<file path="src/rtl/rgb_seq_pkg.sv">
// Shared definitions for the RGB LED sequencer: FSM state encoding and
// register map addresses.
package rgb_seq_pkg;

  typedef enum logic [1:0] {
    IDLE  = 2'b00,
    PWRUP = 2'b01,
    RUN   = 2'b10,
    PWRDN = 2'b11
  } seq_state_t;

  localparam logic [2:0] ADDR_CTRL     = 3'd0;
  localparam logic [2:0] ADDR_PRESCALE = 3'd1;
  localparam logic [2:0] ADDR_DUTY0    = 3'd2;
  localparam logic [2:0] ADDR_DUTY1    = 3'd3;
  localparam logic [2:0] ADDR_DUTY2    = 3'd4;

endpackage

</file>
<file path="src/rtl/rgb_pwm_channel.sv">
// One PWM channel: frame-shadowed duty, optional triangular breathe ramp,
// and the registered compare against the shared PWM counter.
module rgb_pwm_channel (
  input  logic       clk,
  input  logic       resetn,
  input  logic [7:0] cnt,
  input  logic       frame,
  input  logic       enter_run,
  input  logic       pwm_en,
  input  logic       breathe,
  input  logic [7:0] duty,
  output logic       pwm
);

  logic [7:0] sd;
  logic [7:0] lvl;
  logic       dir_up;
  logic [7:0] lvl_nx;
  logic       dir_nx;
  logic [7:0] level;
  logic       pwm_p1;

  // Ramp targets the shadow value that this boundary is about to load.
  always_comb begin
    lvl_nx = lvl;
    dir_nx = dir_up;
    if (!breathe) begin
      lvl_nx = duty;
      dir_nx = 1'b1;
    end else if (duty < lvl) begin
      lvl_nx = duty;
      dir_nx = 1'b0;
    end else if (dir_up) begin
      if (lvl < duty) begin
        lvl_nx = lvl + 8'd1;
      end else begin
        dir_nx = 1'b0;
        if (lvl != 8'd0) lvl_nx = lvl - 8'd1;
      end
    end else begin
      if (lvl != 8'd0) begin
        lvl_nx = lvl - 8'd1;
      end else begin
        dir_nx = 1'b1;
        if (lvl < duty) lvl_nx = lvl + 8'd1;
      end
    end
  end

  assign level = breathe ? lvl : sd;

  always_ff @(posedge clk or negedge resetn) begin
    if (!resetn) begin
      sd     <= 8'd0;
      lvl    <= 8'd0;
      dir_up <= 1'b1;
      pwm_p1 <= 1'b0;
    end else begin
      if (enter_run) begin
        sd     <= duty;
        lvl    <= 8'd0;
        dir_up <= 1'b1;
      end else if (frame) begin
        sd     <= duty;
        lvl    <= lvl_nx;
        dir_up <= dir_nx;
      end
      pwm_p1 <= pwm_en && (cnt < level);
    end
  end

  assign pwm = pwm_p1;

endmodule

</file>
<file path="src/rtl/rgb_led_sequencer.sv">
// Register-programmed power sequencer and PWM generator for the iCE40UP
// hard RGB LED driver.
module rgb_led_sequencer
  import rgb_seq_pkg::*;
#(
  parameter logic [15:0] PU_DELAY     = 16'd1200,
  parameter logic [7:0]  PRESCALE_RST = 8'd0
) (
  input  logic       clk,
  input  logic       resetn,
  input  logic       wr_en,
  input  logic [2:0] wr_addr,
  input  logic [7:0] wr_data,
  output logic       RGB0_PWM,
  output logic       RGB1_PWM,
  output logic       RGB2_PWM,
  output logic       RGBLED_EN,
  output logic       RGB_PU,
  output logic       busy,
  output logic [1:0] state_o
);

  logic [3:0]       ctrl;
  logic [7:0]       prescale;
  logic [2:0][7:0]  duty;
  seq_state_t       state, state_nx;
  logic [15:0]      wait_cnt, wait_nx;
  logic [7:0]       pc;
  logic [7:0]       cnt;
  logic             run;
  logic             in_run;
  logic             tick;
  logic             frame;
  logic             enter_run;
  logic             pwm_en;
  logic [2:0]       pwm;

  always_ff @(posedge clk or negedge resetn) begin
    if (!resetn) begin
      ctrl     <= 4'd0;
      prescale <= PRESCALE_RST;
      duty     <= '0;
    end else if (wr_en) begin
      case (wr_addr)
        ADDR_CTRL:     ctrl     <= wr_data[3:0];
        ADDR_PRESCALE: prescale <= wr_data;
        ADDR_DUTY0:    duty[0]  <= wr_data;
        ADDR_DUTY1:    duty[1]  <= wr_data;
        ADDR_DUTY2:    duty[2]  <= wr_data;
        default:       ;
      endcase
    end
  end

  assign run = ctrl[0];

  always_comb begin
    state_nx = state;
    wait_nx  = wait_cnt;
    case (state)
      IDLE: begin
        if (run) begin
          state_nx = PWRUP;
          wait_nx  = PU_DELAY - 16'd1;
        end
      end
      PWRUP: begin
        if (!run)                  state_nx = IDLE;
        else if (wait_cnt == 16'd0) state_nx = RUN;
        else                       wait_nx  = wait_cnt - 16'd1;
      end
      RUN: begin
        if (!run) begin
          state_nx = PWRDN;
          wait_nx  = PU_DELAY - 16'd1;
        end
      end
      PWRDN: begin
        // The power-down wait always runs to completion before rearming.
        if (wait_cnt == 16'd0) begin
          if (run) begin
            state_nx = PWRUP;
            wait_nx  = PU_DELAY - 16'd1;
          end else begin
            state_nx = IDLE;
          end
        end else begin
          wait_nx = wait_cnt - 16'd1;
        end
      end
      default: state_nx = IDLE;
    endcase
  end

  always_ff @(posedge clk or negedge resetn) begin
    if (!resetn) begin
      state    <= IDLE;
      wait_cnt <= 16'd0;
    end else begin
      state    <= state_nx;
      wait_cnt <= wait_nx;
    end
  end

  assign in_run    = (state == RUN);
  assign tick      = in_run && (pc == prescale);
  assign frame     = tick && (cnt == 8'hFF);
  assign enter_run = (state != RUN) && (state_nx == RUN);
  // PWM drops together with the RUN exit, not a cycle after it.
  assign pwm_en    = in_run && (state_nx == RUN);

  always_ff @(posedge clk or negedge resetn) begin
    if (!resetn) begin
      pc  <= 8'd0;
      cnt <= 8'd0;
    end else if (!in_run) begin
      pc  <= 8'd0;
      cnt <= 8'd0;
    end else begin
      pc <= tick ? 8'd0 : pc + 8'd1;
      if (tick) cnt <= cnt + 8'd1;
    end
  end

  for (genvar i = 0; i < 3; i++) begin : g_ch
    rgb_pwm_channel u_ch (
      .clk       (clk),
      .resetn    (resetn),
      .cnt       (cnt),
      .frame     (frame),
      .enter_run (enter_run),
      .pwm_en    (pwm_en),
      .breathe   (ctrl[i+1]),
      .duty      (duty[i]),
      .pwm       (pwm[i])
    );
  end

  assign RGB0_PWM  = pwm[0];
  assign RGB1_PWM  = pwm[1];
  assign RGB2_PWM  = pwm[2];
  assign RGB_PU    = (state != IDLE);
  assign RGBLED_EN = (state == RUN);
  assign busy      = (state == PWRUP) || (state == PWRDN);
  assign state_o   = state;

endmodule

</file>
<file path="config.mk">
export PLATFORM = sky130hd
export DESIGN_NAME = rgb_led_sequencer
export DESIGN_NICKNAME = d
export VERILOG_FILES = /design/src/rtl/rgb_seq_pkg.sv /design/src/rtl/rgb_pwm_channel.sv /design/src/rtl/rgb_led_sequencer.sv
export SDC_FILE = /design/constraint.sdc
export NUM_CORES = 1
export LEC_CHECK = 0
export CAP_MARGIN = 10
export CORE_MARGIN = 2
export CORE_UTILIZATION = 50
export CTS_CLUSTER_SIZE = 20
export DETAILED_ROUTE_END_ITERATION = 12
export PLACE_DENSITY = 0.69
export SLEW_MARGIN = 10
export SYNTH_ARGS = -nofsm -noshare
export SYNTH_HDL_FRONTEND = slang
export SYNTH_SLANG_ARGS = --single-unit
</file>
<file path="constraint.sdc">
create_clock -name clk -period 3.3 [get_ports clk]
set_input_delay 0.33 -clock clk [delete_from_list [all_inputs] [get_ports clk]]
set_output_delay 0.33 -clock clk [all_outputs]
set_load 0.01 [all_outputs]
</file>
==> metrics.txt, run 1 <==
residual antenna-violating net count after detailed routing 0; largest fanout of any net on the critical path 8; f_max 0.317 GHz; clock network latency to the later pin of the worst-skew pair 0.43 ns; sequential share of the synthesized area between 40% and 50%; share of the cycle needed by the critical path after routing 95.5%; horizontal die dimension 127 µm; hold-fix buffers at CTS 0; antenna violations before repair 0; share of total power consumed by net switching 30.0%; largest family of logic cells by synthesized area simple AND/OR/NAND/NOR gates; worst hold slack -0.0144 ns; failing checks hold timing; CTS tree yes; arrival time at the worst endpoint 3.44 ns; hold violation total from the final report 5; synthesis-to-layout area growth 14.5%; setup repair after global routing missed its margin no; PD cells a little over 500 nW/µm²; share of power burned in registers 40.9%; met3 routed WL 884 µm; EDFF count, synth 0; violation count after the first detailed-route iteration just under 700; part of the power in combinational logic 15.5%; reported max-cap violation count 0; number of warning messages in the yosys log 0; Cells after Synth about 780; compound-cell area share of the yosys netlist 13.6%; share of post-route cells with drive strength above 1 15.1%; CTS H-tree depth 4; Synth Flop Type sky130_fd_sc_hd__dfrtp_1; DRC 0; final design area excluding fillers 8660 µm²; Internal Pwr Total between 0.003 and 0.004 W; switching power summed over all nets 0.00133 W; vias after detailed routing a little over 6k; Overall Global Routing Usage roughly a quarter; HPWL Detailed 13800 µm; register clock-pin slew on the reported worst setup and hold paths 0.06 ns; RePlAce Congestion 0.945; overall overflow remaining after global route 0; net count of the finished layout 891; via count of the first global-routing pass 6165; clk sink count 124; root buffer selected by CTS sky130_fd_sc_hd__clkbuf_16; end-of-flow core utilization around three fifths; post-cts gate resize count 0; number of filler cells placed in the layout 1258; maximum number of pins on one net before global-route repair 65; Setup-failing EPs final 0; vertical die dimension around 130 µm; area of the die 16100 µm²; first-pass GRT wire length 32700 µm; async set-or-reset flop fraction in the synthesized netlist 100%; uppermost layer routed met4; synthesized-area fraction occupied by xor and xnor cells 2.78%; synthesized-area fraction occupied by and/or/nand/nor cells between 15 and 20%; number of primary I/O pins 22; outcome finished, violations left; post-synth design cell area 7560 µm²; Leakage Power 3.85 nW; number of cell rows 44; Adder-Cell Fraction of Synth Area 9.60%; starting density of the core 51.6%; critical path launch point type register; final wirelength approximately 20000 µm; wl on met1 approximately 8800 µm; flip-flop and latch count after synthesis 124; CP Capture Type register; Vias/cell 6.11; worst rel slew slack 41.8%; number of nets produced by synthesis roughly 860; mux contribution to synthesized area 12.6%; type of the setup path with the least slack reg2reg; count of different cell masters after synthesis between 60 and 70; post-route setup TNS 0 ns; average instance area after synthesis a little under 10 µm²; number of input and output port buffers inserted 21; required arrival time at the worst endpoint 3.59 ns; post-CTS setup buffer count 0; number of iterations in the first detailed-routing pass 7; met2 wire length 9220 µm; Core Footprint 14600 µm²; peak supply drop about 0.42 mV; worst hold path class in2async; Max clock buf depth 2; number of inserted diodes 0; number of buffers created by CTS 17; number of pins with negative max-slew slack in the final report 0; Clock Skew 0.0135 ns; Post-Place Cell Area between 8000 and 9000 µm²; average wire length per cell after detail routing 19.1 µm; clock power share 43.5%; transition at the pin with the smallest max-transition slack 0.870 ns; crit path time final 3.15 ns
worst paths after layout:
| kind | startpoint | end | slack (ns) | cells after the start |
|---|---|---|---|---|
| min reg2reg | wait_cnt[14]$_DFFE_PN0P_ | wait_cnt[14]$_DFFE_PN0P_ | 0.49 | 1 |
| max reg2reg | pc[5]$_DFF_PN0_ | g_ch[1].u_ch.lvl[6]$_DFFE_PN0P_ | 0.15 | 8 |
| min | resetn | duty[8]$_DFFE_PN0P_ | -0.01 | 1 |
| max in group asynchronous | resetn | g_ch[0].u_ch.dir_up$_DFFE_PN1P_ | 2.44 | 2 |
| min in group clk | wait_cnt[14]$_DFFE_PN0P_ | wait_cnt[14]$_DFFE_PN0P_ | 0.49 | 1 |
| max | pc[5]$_DFF_PN0_ | g_ch[1].u_ch.lvl[6]$_DFFE_PN0P_ | 0.15 | 8 |
state kept, by name, summed over array words and instances (netlist names):
register          flops
duty                 24
g_ch.u_ch.lvl        24
g_ch.u_ch.sd         24
wait_cnt             16
cnt                   8
pc                    8
prescale              8
ctrl                  4
g_ch.u_ch.dir_up      3
g_ch.u_ch.pwm         3
state_o               2
synth_stat cells, drive strengths merged, types with 17 or more instances:
cell type,count,area share [%]
a21oi,49,3.2
xor2,18,2.1
mux2i,29,3.8
o21ai,56,3.8
mux2,59,8.8
nand2,59,3.0
dfrtp,121,40
nor2,81,4.0
nor3,18,1.3
nand3,31,2.1
inv,36,1.8
ha,58,9.6
clkbuf,17,0.84
power by group through the flow:
stage          clock, W  sequential (W)  combinational [W]
6_report        0.00194         0.00182           0.000691
5_1_grt         0.00204         0.00184           0.000779
4_1_cts         0.00197         0.00182           0.000688
3_5_place_dp          0         0.00184           0.000683
3_3_place_gp          0         0.00184           0.000664
2_1_floorplan         0         0.00175           0.000521
critical path, cell delays in order (launching register included):
cell                       delay [ns]
sky130_fd_sc_hd__dfrtp_1         0.44
sky130_fd_sc_hd__xor2_1          0.19
sky130_fd_sc_hd__nor4_2          0.36
sky130_fd_sc_hd__nand2_2         0.20
sky130_fd_sc_hd__or4_1           0.82
sky130_fd_sc_hd__a31o_2          0.38
sky130_fd_sc_hd__and2_0          0.29
sky130_fd_sc_hd__o21ai_0         0.22
sky130_fd_sc_hd__o211ai_1        0.11
metal layers:
| layer | GRT usage, % | vias up |
|---|---|---|
| met5 | 0 | - |
| met4 | 9.63 | 0 |
| li1 | - | 2923 |
| met1 | 35.2 | 3046 |
| met2 | 41.3 | 197 |
| met3 | 5.23 | 42 |
cells in the final DEF, fill, tap and decap left out, types with 4 or more instances in the layout:
cell	synthesis	routed
sky130_fd_sc_hd__clkbuf_16	0	17
sky130_fd_sc_hd__mux2_2	59	59
sky130_fd_sc_hd__xnor2_1	6	6
sky130_fd_sc_hd__or4_1	5	5
sky130_fd_sc_hd__nor4_1	8	8
sky130_fd_sc_hd__clkdlybuf4s50_1	0	20
sky130_fd_sc_hd__o21ai_0	53	53
sky130_fd_sc_hd__buf_4	2	17
sky130_fd_sc_hd__nand4_1	10	10
sky130_fd_sc_hd__inv_1	36	36
sky130_fd_sc_hd__or3_1	4	4
sky130_fd_sc_hd__a31oi_1	13	13
sky130_fd_sc_hd__ha_1	58	58
sky130_fd_sc_hd__nor3_1	17	17
sky130_fd_sc_hd__nor2b_1	7	7
sky130_fd_sc_hd__mux2i_1	29	29
sky130_fd_sc_hd__a21o_1	6	6
sky130_fd_sc_hd__nand2b_1	11	11
sky130_fd_sc_hd__o211ai_1	7	7
sky130_fd_sc_hd__nand2_1	57	57
sky130_fd_sc_hd__inv_6	0	7
sky130_fd_sc_hd__nor4b_1	4	4
sky130_fd_sc_hd__and3_1	8	8
sky130_fd_sc_hd__a22oi_1	6	6
sky130_fd_sc_hd__a21oi_1	49	49
sky130_fd_sc_hd__dfrtp_1	121	121
sky130_fd_sc_hd__nor2_1	81	81
sky130_fd_sc_hd__nand3_1	31	31
sky130_fd_sc_hd__xor2_1	18	18
cells by family (layout without fill, tap and decap cells):
| logic type | after synthesis | after routing |
|---|---|---|
| multiplexers | 88 | 88 |
| XOR/XNOR | 24 | 24 |
| flip-flops | 124 | 124 |
| buffers and inverters | 58 | 106 |
| adder cells (fa/ha/maj) | 58 | 58 |
| AND/OR/NAND/NOR | 263 | 263 |
| AO/OA/AOI/OAI | 169 | 169 |
through the flow:
stage | setup WS, ns | power (W) | cells
finish | 0.148 | 0.00445 | 1016
global route | 0.0563 | 0.00466 | 1016
CTS | 0.215 | 0.00448 | 1016
detailed placement | 0.229 | 0.00253 | 984
global placement | 0.367 | 0.00250 | 984
floorplan | 0.651 | 0.00227 | 784
cell type report:
class | instances | area, µm² | share of cell area, %
Tap cell | 184 | 230 | 2.66
Inverter | 36 | 135 | 1.56
Sequential cell | 124 | 3110 | 35.9
Clock inverter | 14 | 173 | 1.99
Clock buffer | 18 | 439 | 5.07
Multi-Input combinational cell | 602 | 4230 | 48.8
Timing Repair Buffer | 38 | 348 | 4.02
No activity file was read; power rests on OpenSTA's default activity.
==> inputs of run 2 (changes only) <==
- ABC_AREA: not set -> 1
- CAP_MARGIN: 10 -> not set
==> run 2 against run 1 <==
Against the previous run: the run now ends clean; synthesized cell count up 48%; die area increased by 10%; core utilization decreased by 2.6 points; critical path depth grew 6; critical endpoint is now g_ch[2].u_ch.lvl[4]$_DFFE_PN0P_; largest power group is now registers.
==> metrics.txt, run 2 <==
Cells after Synth 1159 (+48%); worst hold path class in2async; Yosys top cell by area sky130_fd_sc_hd__dfrtp_1; part of the power in combinational logic 25.5% (+10 points); type of the setup path with the least slack reg2reg; horizontal die dimension 133 µm (+4.9%); number of input and output port buffers inserted 21 (unchanged); required arrival time at the worst endpoint 3.66 ns (+0.07 ns); Overall Global Routing Usage 25.1% (-0.79 points); final wirelength 20900 µm (+7.6%); Setup-failing EPs final 0 (unchanged); overall overflow remaining after global route 0 (unchanged); residual antenna-violating net count after detailed routing 0 (unchanged); largest fanout of any net on the critical path 12 (+4); vertical die dimension 133 µm (+4.9%); final total power 0.00519 W (+17%); peak supply drop 0.437 mV (+4.2%); maximum number of pins on one net before global-route repair 57 (-12%); R2R Setup Slk 0.77 ns (+0.62 ns); switching power summed over all nets 0.00180 W (+35%); total area of sequential cells 3110 µm² (unchanged); number of warning messages in the yosys log 0 (unchanged); post-route setup TNS 0 ns (unchanged); average wire length per cell after detail routing 14.9 µm (-22%); Worst Reg-to-Reg Cells 14 (+6); crit path time final 2.53 ns (-0.619 ns); CP Capture Type register; outcome finished clean; leading cell type by number of instances after synthesis sky130_fd_sc_hd__nand2_1; share of power burned in registers 37.2% (-3.7 points); number of inserted diodes 0 (unchanged); flip-flop and latch count after synthesis 124 (unchanged); number of primary I/O pins 22 (unchanged); number of filler cells placed in the layout 1559 (+24%); transition at the pin with the smallest max-transition slack 0.619 ns (-0.251 ns); HPWL Detailed 15600 µm (+13%); Leakage Power 4.90 nW (+27%); beginning of the critical path g_ch[2].u_ch.lvl[4]$_DFFE_PN0P_; end-of-flow core utilization 56.6% (-2.6 points); starting density of the core 50.7% (-0.94 points); share of the cycle needed by the critical path after routing 76.8% (-19 points); root buffer selected by CTS sky130_fd_sc_hd__clkbuf_16; post-CTS setup buffer count 0 (unchanged); hold violation total from the final report 0 (-5); Critical path destination g_ch[2].u_ch.lvl[4]$_DFFE_PN0P_; clock network latency to the later pin of the worst-skew pair 0.42 ns (about the same); most frequent cells in the layout 390 x sky130_fd_sc_hd__nand2_1, 121 x sky130_fd_sc_hd__dfrtp_1, 104 x sky130_fd_sc_hd__inv_1; Critical R2R Launch g_ch[2].u_ch.lvl[4]$_DFFE_PN0P_; Core Footprint 16500 µm² (+12%); DRC 0 (unchanged); average instance area after synthesis 7.20 µm² (-25%); worst-case setup margin in the final layout 0.767 ns (+0.619 ns); reported max-cap violation count 0 (unchanged); area of the die 17700 µm² (+10%); RePlAce Congestion 0.948 (+0.31%); CTS H-tree depth 4 (unchanged); post-synth design cell area 8350 µm² (+10%); synthesis-to-layout area growth 11.6%; final design area excluding fillers 9310 µm² (+7.6%); Vias/cell 5.26 (-14%); PD cells 557 nW/µm² (+8.5%); antenna violations before repair 0 (unchanged); number of pins with negative max-slew slack in the final report 0 (unchanged); number of iterations in the first detailed-routing pass 4 (-3); cells taking the most area after synthesis sky130_fd_sc_hd__dfrtp_1 36%, sky130_fd_sc_hd__nand2_1 18%, sky130_fd_sc_hd__ha_1 8.7%, sky130_fd_sc_hd__o21ai_0 5.5%, sky130_fd_sc_hd__nand3_1 5.0%; first-pass GRT wire length 35300 µm (+8.1%); arrival time at the worst endpoint 2.89 ns (-0.55 ns); capture point of the worst reg-to-reg path g_ch[2].u_ch.lvl[4]$_DFFE_PN0P_; Post-Place Cell Area 8700 µm² (+8.1%); violation count after the first detailed-route iteration 526 (-24%); via count of the first global-routing pass 6986 (+13%); Internal Pwr Total 0.00339 W (+9.0%); setup repair after global routing missed its margin no; net count of the finished layout 1244 (+40%); area of combinational cells with multiple inputs 4640 µm² (+9.9%); async set-or-reset flop fraction in the synthesized netlist 100% (unchanged); CTS tree yes; f_max 0.395 GHz (+24%); post-cts gate resize count 0 (unchanged); vias after detailed routing 7397 (+19%); DP Worst Slack 0.837 ns (+0.608 ns); clk sink count 124 (unchanged); largest registers duty: 24 flops, g_ch.u_ch.lvl: 24 flops, g_ch.u_ch.sd: 24 flops; worst rel slew slack 58.8% (+17 points); sequential share of the synthesized area 37.2% (-3.9 points); share of post-route cells with drive strength above 1 6.33% (-8.8 points); number of nets produced by synthesis 1231 (+44%); top cells by instance count after synthesis 390 x sky130_fd_sc_hd__nand2_1, 121 x sky130_fd_sc_hd__dfrtp_1, 104 x sky130_fd_sc_hd__inv_1; number of cell rows 47 (+6.8%); number of buffers created by CTS 17 (unchanged); count of different cell masters after synthesis 41 (-37%); critical path launch point type register; share of total power consumed by net switching 34.6% (+4.7 points); clock power share 37.3% (-6.2 points); Max clock buf depth 2 (unchanged); EDFF count, synth 0 (unchanged); most common library cell in the layout ignoring fill and taps sky130_fd_sc_hd__nand2_1; Clock Skew 0.00754 ns (-0.00597 ns); share of the synthesized area in the top cell type 36.3% (-3.8 points); register clock-pin slew on the reported worst setup and hold paths 0.06 ns (about the same); Synth Flop Type sky130_fd_sc_hd__dfrtp_1
-- run 2: changes by cell type after synthesis, sizes merged, moves of 26 or more --
| cell | change |
|---|---|
| inv | +76 |
| mux2i | -29 |
| o21ai | +37 |
| xor2 | +26 |
| nand3 | +54 |
| nand2 | +345 |
| mux2 | -59 |
-- run 2: worst min path at each step --
stage	to	startpoint	slack, ns
final	g_ch[0].u_ch.lvl[4]$_DFFE_PN0P_	resetn	0.47
after global routing	g_ch[0].u_ch.sd[4]$_DFFE_PN0P_	g_ch[0].u_ch.sd[4]$_DFFE_PN0P_	0.49
after CTS	g_ch[2].u_ch.sd[6]$_DFFE_PN0P_	g_ch[2].u_ch.sd[6]$_DFFE_PN0P_	0.47
after detailed placement	g_ch[0].u_ch.lvl[5]$_DFFE_PN0P_	resetn	0.39
after global placement	g_ch[0].u_ch.lvl[7]$_DFFE_PN0P_	resetn	0.39
after floorplan	cnt[0]$_DFFE_PN0P_	resetn	0.03
-- run 2: cell type report --
cell class	instances	share of cell area, %
well taps	220	2.96
inverters	113	4.58
repair buffers	25	2.71
clock inverters	13	1.76
clock buffers	19	4.76
multi-input cells	891	49.9
flip-flops and latches	124	33.4
-- run 2: timing repair --
action / in CTS / in global routing
hold buffers: 1 / 0
hold endpoints to repair: 43 / 0
setup endpoints to repair: 0 / 0
-- run 2: power by group through the flow --
stage	registers [W]	logic, W	clock network (W)
after floorplan	0.00184	0.00105	0
after global placement	0.00195	0.00130	0
after detailed placement	0.00195	0.00132	0
after CTS	0.00193	0.00133	0.00196
after global routing	0.00196	0.00154	0.00203
final	0.00193	0.00132	0.00193
-- run 2: logic make-up (layout without fill, tap and decap cells) --
logic type / after synthesis / after routing / synth area share, %
and+or+nand+nor: 629 / 629 / 31.8
DFF: 124 / 124 / 37.2
AOI/OAI and AO/OA: 155 / 155 / 9.97
xor gates and xnor gates: 49 / 49 / 5.14
buffers and inverters: 144 / 170 / 7.14
adders and majority gates: 58 / 58 / 8.69
-- run 2: per-layer routing --
metal	vias up	track usage [%]	share of wire [%]
met5	-	0	0
met2	180	38.8	44
met4	0	8.45	2.4
met1	3429	35.5	49
li1	3749	-	-
met3	39	4.79	4.9
-- run 2: critical path, stage by stage, from the launching register on --
cell and delay [ns]:
sky130_fd_sc_hd__dfrtp_1 0.52, sky130_fd_sc_hd__inv_1 0.15, sky130_fd_sc_hd__ha_1 0.30, sky130_fd_sc_hd__nand2_1 0.05, sky130_fd_sc_hd__nor2_1 0.16, sky130_fd_sc_hd__nand2_1 0.08, sky130_fd_sc_hd__nand2_1 0.13, sky130_fd_sc_hd__nand2_1 0.16
sky130_fd_sc_hd__inv_1 0.34, sky130_fd_sc_hd__nand2_1 0.13, sky130_fd_sc_hd__clkinv_1 0.08, sky130_fd_sc_hd__nand2_1 0.06, sky130_fd_sc_hd__nand2_2 0.15, sky130_fd_sc_hd__nand2_1 0.08, sky130_fd_sc_hd__nand2_1 0.07
-- run 2: per-stage QoR --
stage	std cells	hold WS (ns)
after floorplan	1159	0.0344
after global placement	1372	0.386
after detailed placement	1372	0.388
after CTS	1405	0.468
after global routing	1405	0.488
final	1405	0.466
